### src/rtl/multicycle_cu.sv
// multicycle_cu: control unit for the shared multi-cycle MIPS datapath
// (single memory, single ALU, IR/A/B/ALUOut/MDR registers).
//
// Ports:
//   clk, rst          clock and synchronous active-high reset
//   opCode            IR[31:26], valid from DECODE onward
//   Zero              ALU zero flag from the branch comparison
//   Mem_Ready         memory finishes the access this cycle
//   PC_Write, PC_Write_Cond, IorD, Mem_Read, Mem_Write, IR_Write,
//   Mem_To_Reg, Reg_Dst, Reg_Write, ALU_Src_A, ALU_Src_B, ALU_Op, PC_Src
//                     datapath mux selects and enables, decoded from state
//   Mem_Err           one-cycle pulse when a memory wait times out
//   Illegal_Op        one-cycle pulse in DECODE for an unsupported opcode
//   Retired           count of completed instructions (wraps)
module multicycle_cu #(
  parameter int unsigned WAIT_MAX = 8,
  parameter int unsigned CNT_W    = 32
) (
  input  logic             clk,
  input  logic             rst,
  input  logic [5:0]       opCode,
  input  logic             Zero,
  input  logic             Mem_Ready,
  output logic             PC_Write,
  output logic             PC_Write_Cond,
  output logic             IorD,
  output logic             Mem_Read,
  output logic             Mem_Write,
  output logic             IR_Write,
  output logic             Mem_To_Reg,
  output logic             Reg_Dst,
  output logic             Reg_Write,
  output logic             ALU_Src_A,
  output logic [1:0]       ALU_Src_B,
  output logic [1:0]       ALU_Op,
  output logic [1:0]       PC_Src,
  output logic             Mem_Err,
  output logic             Illegal_Op,
  output logic [CNT_W-1:0] Retired
);

  typedef enum logic [3:0] {
    FETCH, DECODE, MEM_ADDR, MEM_RD, MEM_WB, MEM_WR,
    EXEC_R, WB_R, EXEC_I, WB_I, BRANCH, JUMP
  } state_t;

  localparam logic [5:0] OP_R    = 6'b000000;
  localparam logic [5:0] OP_LW   = 6'b100011;
  localparam logic [5:0] OP_SW   = 6'b101011;
  localparam logic [5:0] OP_ADDI = 6'b001000;
  localparam logic [5:0] OP_BEQ  = 6'b000100;
  localparam logic [5:0] OP_BNE  = 6'b000101;
  localparam logic [5:0] OP_J    = 6'b000010;

  localparam logic [7:0] WAIT_LIM = 8'(WAIT_MAX);

  state_t           state;
  state_t           next;
  logic [7:0]       wait_cnt;
  logic [CNT_W-1:0] retired;
  logic             mem_state;
  logic             timeout;
  logic             retire;
  logic             illegal;

  assign mem_state = (state == FETCH) || (state == MEM_RD) || (state == MEM_WR);
  // Mem_Ready arriving on the limit cycle is a normal completion.
  assign timeout   = mem_state && (wait_cnt == WAIT_LIM) && !Mem_Ready;
  assign Retired   = retired;

  always_comb begin
    next    = state;
    retire  = 1'b0;
    illegal = 1'b0;
    case (state)
      FETCH: begin
        if (Mem_Ready)    next = DECODE;
        else if (timeout) next = FETCH;
      end
      DECODE: begin
        case (opCode)
          OP_R:           next = EXEC_R;
          OP_LW, OP_SW:   next = MEM_ADDR;
          OP_ADDI:        next = EXEC_I;
          OP_BEQ, OP_BNE: next = BRANCH;
          OP_J:           next = JUMP;
          default: begin
            next    = FETCH;
            illegal = 1'b1;
          end
        endcase
      end
      MEM_ADDR: next = (opCode == OP_SW) ? MEM_WR : MEM_RD;
      MEM_RD: begin
        if (Mem_Ready)    next = MEM_WB;
        else if (timeout) next = FETCH;
      end
      MEM_WB: begin
        next   = FETCH;
        retire = 1'b1;
      end
      MEM_WR: begin
        if (Mem_Ready) begin
          next   = FETCH;
          retire = 1'b1;
        end else if (timeout) begin
          next = FETCH;
        end
      end
      EXEC_R: next = WB_R;
      WB_R: begin
        next   = FETCH;
        retire = 1'b1;
      end
      EXEC_I: next = WB_I;
      WB_I: begin
        next   = FETCH;
        retire = 1'b1;
      end
      BRANCH, JUMP: begin
        next   = FETCH;
        retire = 1'b1;
      end
      default: next = FETCH;
    endcase
  end

  always_ff @(posedge clk) begin
    if (rst) begin
      state    <= FETCH;
      wait_cnt <= '0;
      retired  <= '0;
    end else begin
      state <= next;
      // Counting only while stalled in a memory state clears it on every
      // entry, including the FETCH -> FETCH re-entry after a timeout.
      if (mem_state && !Mem_Ready && !timeout) wait_cnt <= wait_cnt + 8'd1;
      else                                      wait_cnt <= '0;
      if (retire) retired <= retired + CNT_W'(1);
    end
  end

  always_comb begin
    PC_Write      = 1'b0;
    PC_Write_Cond = 1'b0;
    IorD          = 1'b0;
    Mem_Read      = 1'b0;
    Mem_Write     = 1'b0;
    IR_Write      = 1'b0;
    Mem_To_Reg    = 1'b0;
    Reg_Dst       = 1'b0;
    Reg_Write     = 1'b0;
    ALU_Src_A     = 1'b0;
    ALU_Src_B     = 2'b00;
    ALU_Op        = 2'b00;
    PC_Src        = 2'b00;
    Mem_Err       = 1'b0;
    Illegal_Op    = 1'b0;
    if (!rst) begin
      Mem_Err    = timeout;
      Illegal_Op = illegal;
      case (state)
        FETCH: begin
          Mem_Read  = 1'b1;
          ALU_Src_B = 2'b01;
          IR_Write  = Mem_Ready;
          PC_Write  = Mem_Ready;
        end
        DECODE: ALU_Src_B = 2'b11;
        MEM_ADDR, EXEC_I: begin
          ALU_Src_A = 1'b1;
          ALU_Src_B = 2'b10;
        end
        MEM_RD: begin
          Mem_Read = 1'b1;
          IorD     = 1'b1;
        end
        MEM_WB: begin
          Reg_Write  = 1'b1;
          Mem_To_Reg = 1'b1;
        end
        MEM_WR: begin
          Mem_Write = !timeout;
          IorD      = 1'b1;
        end
        EXEC_R: begin
          ALU_Src_A = 1'b1;
          ALU_Op    = 2'b10;
        end
        WB_R: begin
          Reg_Write = 1'b1;
          Reg_Dst   = 1'b1;
        end
        WB_I: Reg_Write = 1'b1;
        BRANCH: begin
          ALU_Src_A     = 1'b1;
          ALU_Op        = 2'b01;
          PC_Src        = 2'b01;
          PC_Write_Cond = (opCode == OP_BNE) ? !Zero : Zero;
        end
        JUMP: begin
          PC_Write = 1'b1;
          PC_Src   = 2'b10;
        end
        default: ;
      endcase
    end
  end

endmodule

### config.mk
export PLATFORM = sky130hd
export DESIGN_NAME = multicycle_cu
export DESIGN_NICKNAME = d
export VERILOG_FILES = /design/src/rtl/multicycle_cu.sv
export SDC_FILE = /design/constraint.sdc
export NUM_CORES = 1
export LEC_CHECK = 0
export BUFFER_PORTS_ARGS = -buffer_cell sky130_fd_sc_hd__buf_4
export CORE_UTILIZATION = 50
export CTS_BUF_LIST = sky130_fd_sc_hd__clkbuf_4
export DETAILED_ROUTE_END_ITERATION = 10
export PLACE_DENSITY = 0.8
export SYNTH_ARGS = -nofsm -noshare
export SYNTH_HDL_FRONTEND = slang
export SYNTH_SLANG_ARGS = --single-unit
### constraint.sdc
create_clock -name clk -period 2 [get_ports clk]
set_clock_uncertainty 0.05 [all_clocks]
set_input_delay 0.5 -clock clk [delete_from_list [all_inputs] [get_ports clk]]
set_output_delay 0.5 -clock clk [all_outputs]
set_load 0.01 [all_outputs]
==> results.cfg, run 1 <==
[detailed_routing]
dr.max_layer_used = met4
postRouteAntennaNets = 0
met3WireLength_mm = 1.501
wl_met1_mm = 4.780
vias_per_cell = 6.701
drcViolationCount = 0
first_pass_iters = 7
drt_iter0_drc = 525
wirelength_mm = 13.01
vias = 3545
wl_met2_mm = 5.809
post_drt_wl_per_cell_um = 24.60

[worst_setup_path]
cp_max_fo = 8
r2r_slack_ns = -0.38
path_cells = buf_4 > buf_6 > nor2_4 > buf_6 > buf_4 > nor3_4 > nand2_4 > buf_6 > o21ai_0 > a21oi_2
r2r-end = Retired[26]
critPathKind = reg2reg
crit_family = compound AO/OA/AOI/OAI gates
r2r-start = state[2]
crit_buf_inv = 5
reg2regPathDepth = 10
worstPathArrival_ns = 2.59
critPathLaunch = state[2]
crit_path_max_incr_delay_ns = 0.55
cp-start-kind = register
crit_slowest_cell = o21ai_0
critical_path_required_ns = 2.21
end_kind = register
cp_common_cell = buf_6

[timing]
rsz0062_at_grt = yes
fin_ws_ns = -0.3808
fin_crit_sh_pct = 119.0
hold_viol_final = 0
max_freq_mhz = 420.0
setup_viol = 43
relSlewSlack_pct = 54.04
maxSlewViolCount = 0
tightest_slew_ns = 0.6822
min_period_ns = 2.381

[final_layout]
layout_common_cells = buf_4, nor2_1, dfxtp_1
fillers = 162
design_area_mm2 = 0.004497
final_common_cell = buf_4
nets = 474
antennaDiodeCount = 0
drive_gt1_share_pct = 54.33
area_growth_pct = 74.89

[placement]
io_buffers = 59
placed_cell_area_mm2 = 0.003390
place_ws_ns = -0.1038
gp_congestion = 0.9366
dp_hpwl_mm = 5.110

[synth]
ys.flop_type = dfxtp_1
ys_seq_elements = 44
ys_warn_count = 0
synth_fa_ha_area_share_pct = 1.460
synth.distinct_cells = 49
synth_top_family_by_area = simple AND/OR/NAND/NOR gates
synth_compound_area_share_pct = 11.29
synth_area_mm2 = 0.002571
yosysTopAreaCell = dfxtp_1
synth-edff-count = 0
async_reset_ff_share_pct = 0
synth_cells = 325
synth_top_area_share_pct = 34.26
postSynthNetCount = 338
seq_area_frac_synth_pct = 34.26
synth-simple-area-share_pct = 36.16
synth_xor_area_share_pct = 9.148
synth.area.top_cells = dfxtp_1, nor2_1, xnor2_1
avgSynthCellArea_um2 = 7.911
synthMuxAreaShare_pct = 2.141

[cts]
h-tree-depth = 2
insertion_delay_ns = 0.39
path_clk_slew_ns = 0.16
cts_tree = done
cts_made_buffers = 5
cts_sinks = 44
clockBufferDepth = 2
cts_root_buf = clkbuf_4

[global_route]
antenna_found_initial = 0
grt.overflow.total = 0
grt_first_pass_wirelength_mm = 13.34
grt_usage_pct = 31.77
grt_max_degree = 23
grt_pass1_vias = 2825

[floorplan]
fp.dieW_um = 73.71
ioPinCount = 60
core_area_mm2 = 0.004848
die_h_um = 73.71
die_area_mm2 = 0.005433
initial_utilization_pct = 53.03
rows = 25

[status]
status = finished with violations
violations = negative setup slack

[worst_hold_path]
min_from = opCode[4]
hold_depth = 3
hold_class = in2reg
hold_end = state[3]

[power]
irDropWorstVdd_uv = 478.2
power.total_uw = 1736
p_per_area_mw_per_mm2 = 386.2
p_leak_uw = 0.001817

[run]
cap_viol_max_count = 0
-- how the worst max path moves through the flow --
stage / slack (ns) / cells after the start / endpoint
finish: -0.38 / 10 / Retired[26]
global route: -0.41 / 8 / Reg_Write
CTS: -0.25 / 5 / Mem_Err
detailed placement: -0.10 / 8 / Retired[19]
global placement: -0.12 / 8 / Retired[19]
floorplan: -0.02 / 8 / Retired[31]
-- power by group --
group	total, uW	leakage, uW	switching, uW	internal [uW]
registers	886	0.000359	8.26	878
clock network	573	0.0000412	313	261
logic	277	0.00142	152	124
total	1740	0.00182	474	1260
-- worst reg2reg max path, cell delays in order (launching register included) --
cell and delay (ns):
dfxtp_4 0.41, buf_4 0.13, buf_6 0.11, nor2_4 0.04
buf_6 0.11, buf_4 0.15, nor3_4 0.25, nand2_4 0.13
buf_6 0.15, o21ai_0 0.55, a21oi_2 0.20
-- per-layer routing --
metal | global-route usage, % | vias up
met3 | 5.761 | 114
li1 | - | 1433
met4 | 13.46 | 0
met5 | 0 | -
met1 | 39.24 | 1661
met2 | 54.03 | 337
-- layout make-up --
type	count	area [um^2]	area share, %
Multi-Input combinational cell	253	2138	47.55
Timing Repair Buffer	147	1256	27.94
Sequential cell	44	898.4	19.98
Tap cell	67	83.83	1.864
Clock inverter	3	42.54	0.9460
Inverter	10	40.04	0.8904
Clock buffer	5	37.54	0.8347
-- kinds of logic (layout without fill, tap and decap cells) --
group | count (synthesis) | after routing
mux | 5 | 5
flops | 44 | 44
xor+xnor | 26 | 26
buf+inv | 29 | 165
fa+ha+maj | 3 | 3
simple gates | 171 | 172
compound gates | 47 | 47
-- synthesized netlist by cell type, types with 9 or more instances --
library cell,n
a21oi_1,19
nor2_1,55
dfxtp_1,44
nand2_1,17
xnor2_1,13
nor3_1,9
nand3_1,16
inv_1,10
xor2_1,12
clkbuf_1,11
nor4_1,11
-- metrics by stage --
| step | setup TNS [ns] | util, % | hold WS [ns] | cells |
|---|---|---|---|---|
| after floorplan | -0.01873 | - | 0.3989 | 325 |
| after global placement | -0.4686 | 69.91 | 0.4281 | 484 |
| after detailed placement | -0.7281 | 69.91 | 0.4444 | 484 |
| after CTS | -1.319 | 78.76 | 0.3908 | 506 |
| after global routing | -7.347 | 92.75 | 0.4351 | 529 |
| final | -6.377 | 92.75 | 0.4306 | 529 |
-- timing repair --
| item | CTS | global route |
|---|---|---|
| setup endpoints to repair | 24 | 44 |
| setup buffers | 14 | 25 |
| hold buffers | 0 | 0 |
| cloned | 2 | 1 |
| gates resized for setup | 55 | 104 |
| pin swaps | 13 | 37 |
-- sequential cells by signal, summed over array words and instances, names as in the netlist --
name,flops
Retired,32
wait_cnt,8
state,4
Power figures use the tool's default switching activity.
==> inputs of run 2 (changes only) <==
--- a/config.mk
+++ b/config.mk
@@ -9,7 +9,8 @@
 export CORE_UTILIZATION = 50
 export CTS_BUF_LIST = sky130_fd_sc_hd__clkbuf_4
 export DETAILED_ROUTE_END_ITERATION = 10
-export PLACE_DENSITY = 0.8
+export HOLD_SLACK_MARGIN = 0.03
+export PLACE_DENSITY = 0.85
 export SYNTH_ARGS = -nofsm -noshare
 export SYNTH_HDL_FRONTEND = slang
 export SYNTH_SLANG_ARGS = --single-unit
==> run 2 against run 1 <==
The flow still finishes with violations (negative setup slack). Register-to-register slack better by 0.06 ns. Critical endpoint is now Mem_Err. Global-route usage increased by 3.7 points. Cell count unchanged. Core utilization shrank 4.1 points.
==> results.cfg, run 2 (same netlist as run 1, synthesis figures left out) <==
[cts]
h-tree-depth = 2
insertion_delay_ns = 0.41
cts_root_buf = clkbuf_4
cts_made_buffers = 5
cts_sinks = 44
clockBufferDepth = 2
cts_tree = done
path_clk_slew_ns = 0.16

[worst_hold_path]
min_from = opCode[3]
hold_end = state[0]
hold_depth = 4
hold_class = in2reg

[global_route]
grt_first_pass_wirelength_mm = 14.52
grt.overflow.total = 0
grt_pass1_vias = 3026
grt_usage_pct = 35.48
antenna_found_initial = 0
grt_max_degree = 32

[timing]
hold_viol_final = 0
setup_viol = 34
setup_tns_ns = -5.576
fin_crit_sh_pct = 125.1
maxSlewViolCount = 0
min_period_ns = 2.503
worst_hold_slack_ns = 0.4824
max_freq_mhz = 399.6
fin_ws_ns = -0.5027
rsz0062_at_grt = yes
relSlewSlack_pct = 54.15
tightest_slew_ns = 0.6704

[placement]
io_buffers = 59
gp_congestion = 0.9871
dp_hpwl_mm = 5.678

[detailed_routing]
drt_iter0_drc = 745
first_pass_iters = 6
postRouteAntennaNets = 0
vias = 3671
drcViolationCount = 0
wirelength_mm = 13.01
post_drt_wl_per_cell_um = 24.60
vias_per_cell = 6.940

[floorplan]
die_h_um = 73.71
fp.dieW_um = 73.71
core_area_mm2 = 0.004848
die_area_mm2 = 0.005433
ioPinCount = 60
initial_utilization_pct = 53.03
rows = 25

[final_layout]
area_growth_pct = 67.20
drive_gt1_share_pct = 49.13
layout_common_cells = buf_4, nor2_1, dfxtp_1
regArea_um2 = 898.4
multi_input_area_mm2 = 0.001941
antennaDiodeCount = 0
nets = 474
largest_register_ffs = 32
final_core_util_pct = 88.67
fillers = 200
final_common_cell = buf_4

[worst_setup_path]
r2r_slack_ns = -0.32
cp-start-kind = register
worstPathArrival_ns = 1.95
critPathLaunch = state[2]
cp_max_fo = 5
r2r-end = Retired[10]
reg2regPathDepth = 8
end_kind = primary output
critPathKind = reg2out
critical_path_required_ns = 1.45
r2r-start = state[0]

[run]
cap_viol_max_count = 0

[power]
irDropWorstVdd_uv = 737.0
p_per_area_mw_per_mm2 = 407.5
p_leak_uw = 0.001736

[status]
status = finished with violations
violations = negative setup slack
[run 2: cell types whose count changed in the layout (fill, tap and decap cells not counted), sizes merged]
cell,delta
buf,+1
clkinv,+1
clkinvlp,-1
or3,-1
[run 2: timing repair]
item,in CTS,in global routing
setup buffers,17,10
gates resized for setup,60,67
endpoints found under the setup margin,29,39
hold buffers,0,0
cloned,0,1
endpoints found under the hold margin,0,0
pin swaps,19,15
[run 2: final cells by class]
type | instances | area share (%)
tap | 67 | 1.950
clock inverter | 3 | 0.8731
inverter | 10 | 0.8731
sequential | 44 | 20.90
multi-input combinational | 252 | 45.14
clock buffer | 5 | 0.8731
timing repair buffer | 148 | 29.39
[run 2: metal layers]
| metal | wire [um] | track usage [%] | vias to the layer above |
|---|---|---|---|
| met4 | 1225 | 19.02 | 0 |
| met2 | 5697 | 61.16 | 394 |
| li1 | - | - | 1441 |
| met5 | 0 | 0 | - |
| met3 | 1566 | 8.230 | 153 |
| met1 | 4523 | 40.44 | 1683 |
[run 2: worst max-delay path, stage by stage, from the launching register on]
cell and delay [ns]:
dfxtp_4 0.39, buf_6 0.14, nor3_4 0.20, a21oi_2 0.07, nor4_2 0.28, buf_4 0.22
nor2b_4 0.15, buf_6 0.10
[run 2: worst max path at each step]
stage / to / slack (ns) / cells past startpoint
after floorplan: Retired[31] / -0.02 / 8
after global routing: Mem_Err / -0.57 / 7
after detailed placement: Retired[19] / -0.14 / 8
after CTS: Mem_Err / -0.29 / 7
final: Mem_Err / -0.50 / 7
after global placement: Retired[25] / -0.03 / 6
[run 2: power by group]
group / internal (uW) / leakage (uW) / total, uW / switching, uW
clock network: 256 / 0.0000403 / 582 / 327
registers: 878 / 0.000359 / 886 / 8.06
logic: 130 / 0.00134 / 283 / 154
total: 1260 / 0.00174 / 1750 / 489
[run 2: through the flow]
step	total power, uW	cell area (um^2)	cells	setup WS, ns
after floorplan	995.0	2577	325	-0.01873
after global placement	1072	3457	493	-0.03350
after detailed placement	1077	3457	493	-0.1412
after CTS	1647	3891	518	-0.2864
after global routing	1782	4299	529	-0.5689
final	1752	4299	529	-0.5027
==> inputs of run 3 (changes only) <==
--- a/config.mk
+++ b/config.mk
@@ -5,12 +5,13 @@
 export SDC_FILE = /design/constraint.sdc
 export NUM_CORES = 1
 export LEC_CHECK = 0
+export ABC_AREA = 1
 export BUFFER_PORTS_ARGS = -buffer_cell sky130_fd_sc_hd__buf_4
 export CORE_UTILIZATION = 50
 export CTS_BUF_LIST = sky130_fd_sc_hd__clkbuf_4
 export DETAILED_ROUTE_END_ITERATION = 10
 export HOLD_SLACK_MARGIN = 0.03
-export PLACE_DENSITY = 0.85
+export PLACE_DENSITY = 0.84
 export SYNTH_ARGS = -nofsm -noshare
 export SYNTH_HDL_FRONTEND = slang
 export SYNTH_SLANG_ARGS = --single-unit
==> run 3 against run 2 <==
The run still ends with negative setup slack left. Cell area is 15% lower. Total power is 6.0% lower. Critical path depth is 1 lower. Sequential power is 0.6% higher. Sequential cell count stayed put. Hold slack worse by 0.10 ns. Count of clock-buffer cells in the layout stayed put. Clock power hardly changed. Non-clock buffer count is 67 lower. Combinational power is 38% lower.
==> results.cfg, run 3 <==
[global_route]
grt_usage_pct = 26.00
grt_pass1_vias = 2981
grt.overflow.total = 0
antenna_found_initial = 0
grt_max_degree = 28
grt_first_pass_wirelength_mm = 12.56

[cts]
cts_made_buffers = 5
cts_tree = done
hold_buffers = 0
insertion_delay_ns = 0.37
cts_sinks = 44
cts_root_buf = clkbuf_4
clockBufferDepth = 2
h-tree-depth = 2
path_clk_slew_ns = 0.16

[final_layout]
layout_common_cells = nand2_1, nor2_1, buf_4
regArea_um2 = 899.6
area_growth_pct = 31.49
fin_cells = 627
multi_input_area_mm2 = 0.001747
antennaDiodeCount = 0
drive_gt1_share_pct = 24.42
largest_register_ffs = 32
fillers = 452
nets = 569
final_common_cell = nand2_1

[synth]
ys_seq_elements = 44
yosysTopAreaCell = dfxtp_1
postSynthNetCount = 490
avgSynthCellArea_um2 = 5.831
synth.area.top_cells = dfxtp_1, nand2_1, nor2_1
synth_cells = 477
synth.distinct_cells = 29
synth_area_mm2 = 0.002781
synthTopCellsByCount = nand2_1, nor2_1, inv_1, dfxtp_1, a21oi_1
synth_top_area_share_pct = 31.67
synth-edff-count = 0
ys.flop_type = dfxtp_1
yosysMostFrequentCell = nand2_1
ys_warn_count = 0
async_reset_ff_share_pct = 0
seq_area_frac_synth_pct = 31.67

[worst_setup_path]
cp_max_fo = 5
critPathKind = reg2out
r2r-start = state[0]
end_kind = primary output
critical_path_required_ns = 1.45
critPathLaunch = state[0]
worstPathArrival_ns = 1.68
cp-start-kind = register

[power]
irDropWorstVdd_uv = 314.7
p_per_area_mw_per_mm2 = 450.3
p_leak_uw = 0.001463

[floorplan]
die_area_mm2 = 0.005865
ioPinCount = 60
core_area_mm2 = 0.005238
initial_utilization_pct = 53.11
rows = 26
fp.dieW_um = 76.59
die_h_um = 76.59

[detailed_routing]
first_pass_iters = 5
drcViolationCount = 0
post_drt_wl_per_cell_um = 12.76
drt_iter0_drc = 188
vias = 3297
vias_per_cell = 5.258
wirelength_mm = 7.998
postRouteAntennaNets = 0

[timing]
fin_ws_ns = -0.2253
tightest_slew_ns = 0.3297
max_freq_mhz = 449.4
rsz0062_at_grt = yes
fin_crit_sh_pct = 111.3
setup_tns_ns = -1.503
relSlewSlack_pct = 77.79
min_period_ns = 2.225
maxSlewViolCount = 0
setup_viol = 12
hold_viol_final = 0

[worst_hold_path]
min_from = Mem_Ready
hold_class = in2reg

[placement]
io_buffers = 59
gp_congestion = 0.8856
placed_cells = 600
dp_hpwl_mm = 5.057
place_ws_ns = 0.07776

[status]
status = finished with violations
violations = negative setup slack

[run]
cap_viol_max_count = 0
## run 3: metrics by stage
stage          total power (uW)  instance area, um^2  util (%)  hold slack (ns)
3_3_place_gp               1040                 3284     62.71           0.3936
4_1_cts                    1633                 3558     67.94           0.3590
6_report                   1647                 3657     69.83           0.3823
5_1_grt                    1711                 3657     69.83           0.4102
2_1_floorplan             989.3                 2781         -           0.3797
3_5_place_dp               1043                 3284     62.71           0.4136
## run 3: layer usage
layer  vias up  share of wire, %  routed length, um  GRT usage (%)
met5         -                 0                  0              0
met4         0               2.9                235          12.31
met3        32               5.7                455          5.150
met2       124                51               4107          46.31
met1      1493                40               3200          29.55
li1       1648                 -                  -              -
## run 3: final cells by class
| cell class | count | share of cell area [%] |
|---|---|---|
| multi-input combinational | 368 | 47.76 |
| inverter | 56 | 6.090 |
| clock inverter | 3 | 1.300 |
| timing repair buffer | 81 | 16.83 |
| tap | 70 | 2.395 |
| sequential | 44 | 24.60 |
| clock buffer | 5 | 1.026 |
## run 3: logic make-up (layout without fill, tap and decap cells)
logic type	after synthesis	count (layout)	synth area share, %
XOR/XNOR	9	9	2.834
flip-flops	44	44	31.67
buffers and inverters	65	145	9.356
AND/OR/NAND/NOR	305	305	45.16
adder cells (fa/ha/maj)	3	3	1.350
AO/OA/AOI/OAI	51	51	9.626
## run 3: final timing paths
check	end	slack [ns]	cells after the start
worst min-delay path	state[0]	0.38	4
worst min register to register	wait_cnt[0]	0.39	1
worst max register to register	state[0]	0.08	11
worst max-delay path	Mem_Err	-0.23	6
## run 3: worst max-delay path, cell delays in order (launching register included)
cell and delay [ns]:
dfxtp_4 0.43, nor2_2 0.22, nand2_2 0.10, nand3_2 0.11, nand3b_1 0.13, nor2_1 0.17
buf_4 0.14
## run 3: what timing repair did
action,CTS,global route
buffers inserted,14,5
pin swaps,11,11
setup endpoints to repair,12,15
gates resized for setup,36,19
## run 3: report_power, final
group	switching [uW]	internal [uW]	total, uW
clock network	314	267	581
logic	105	69.2	175
registers	12.1	879	891
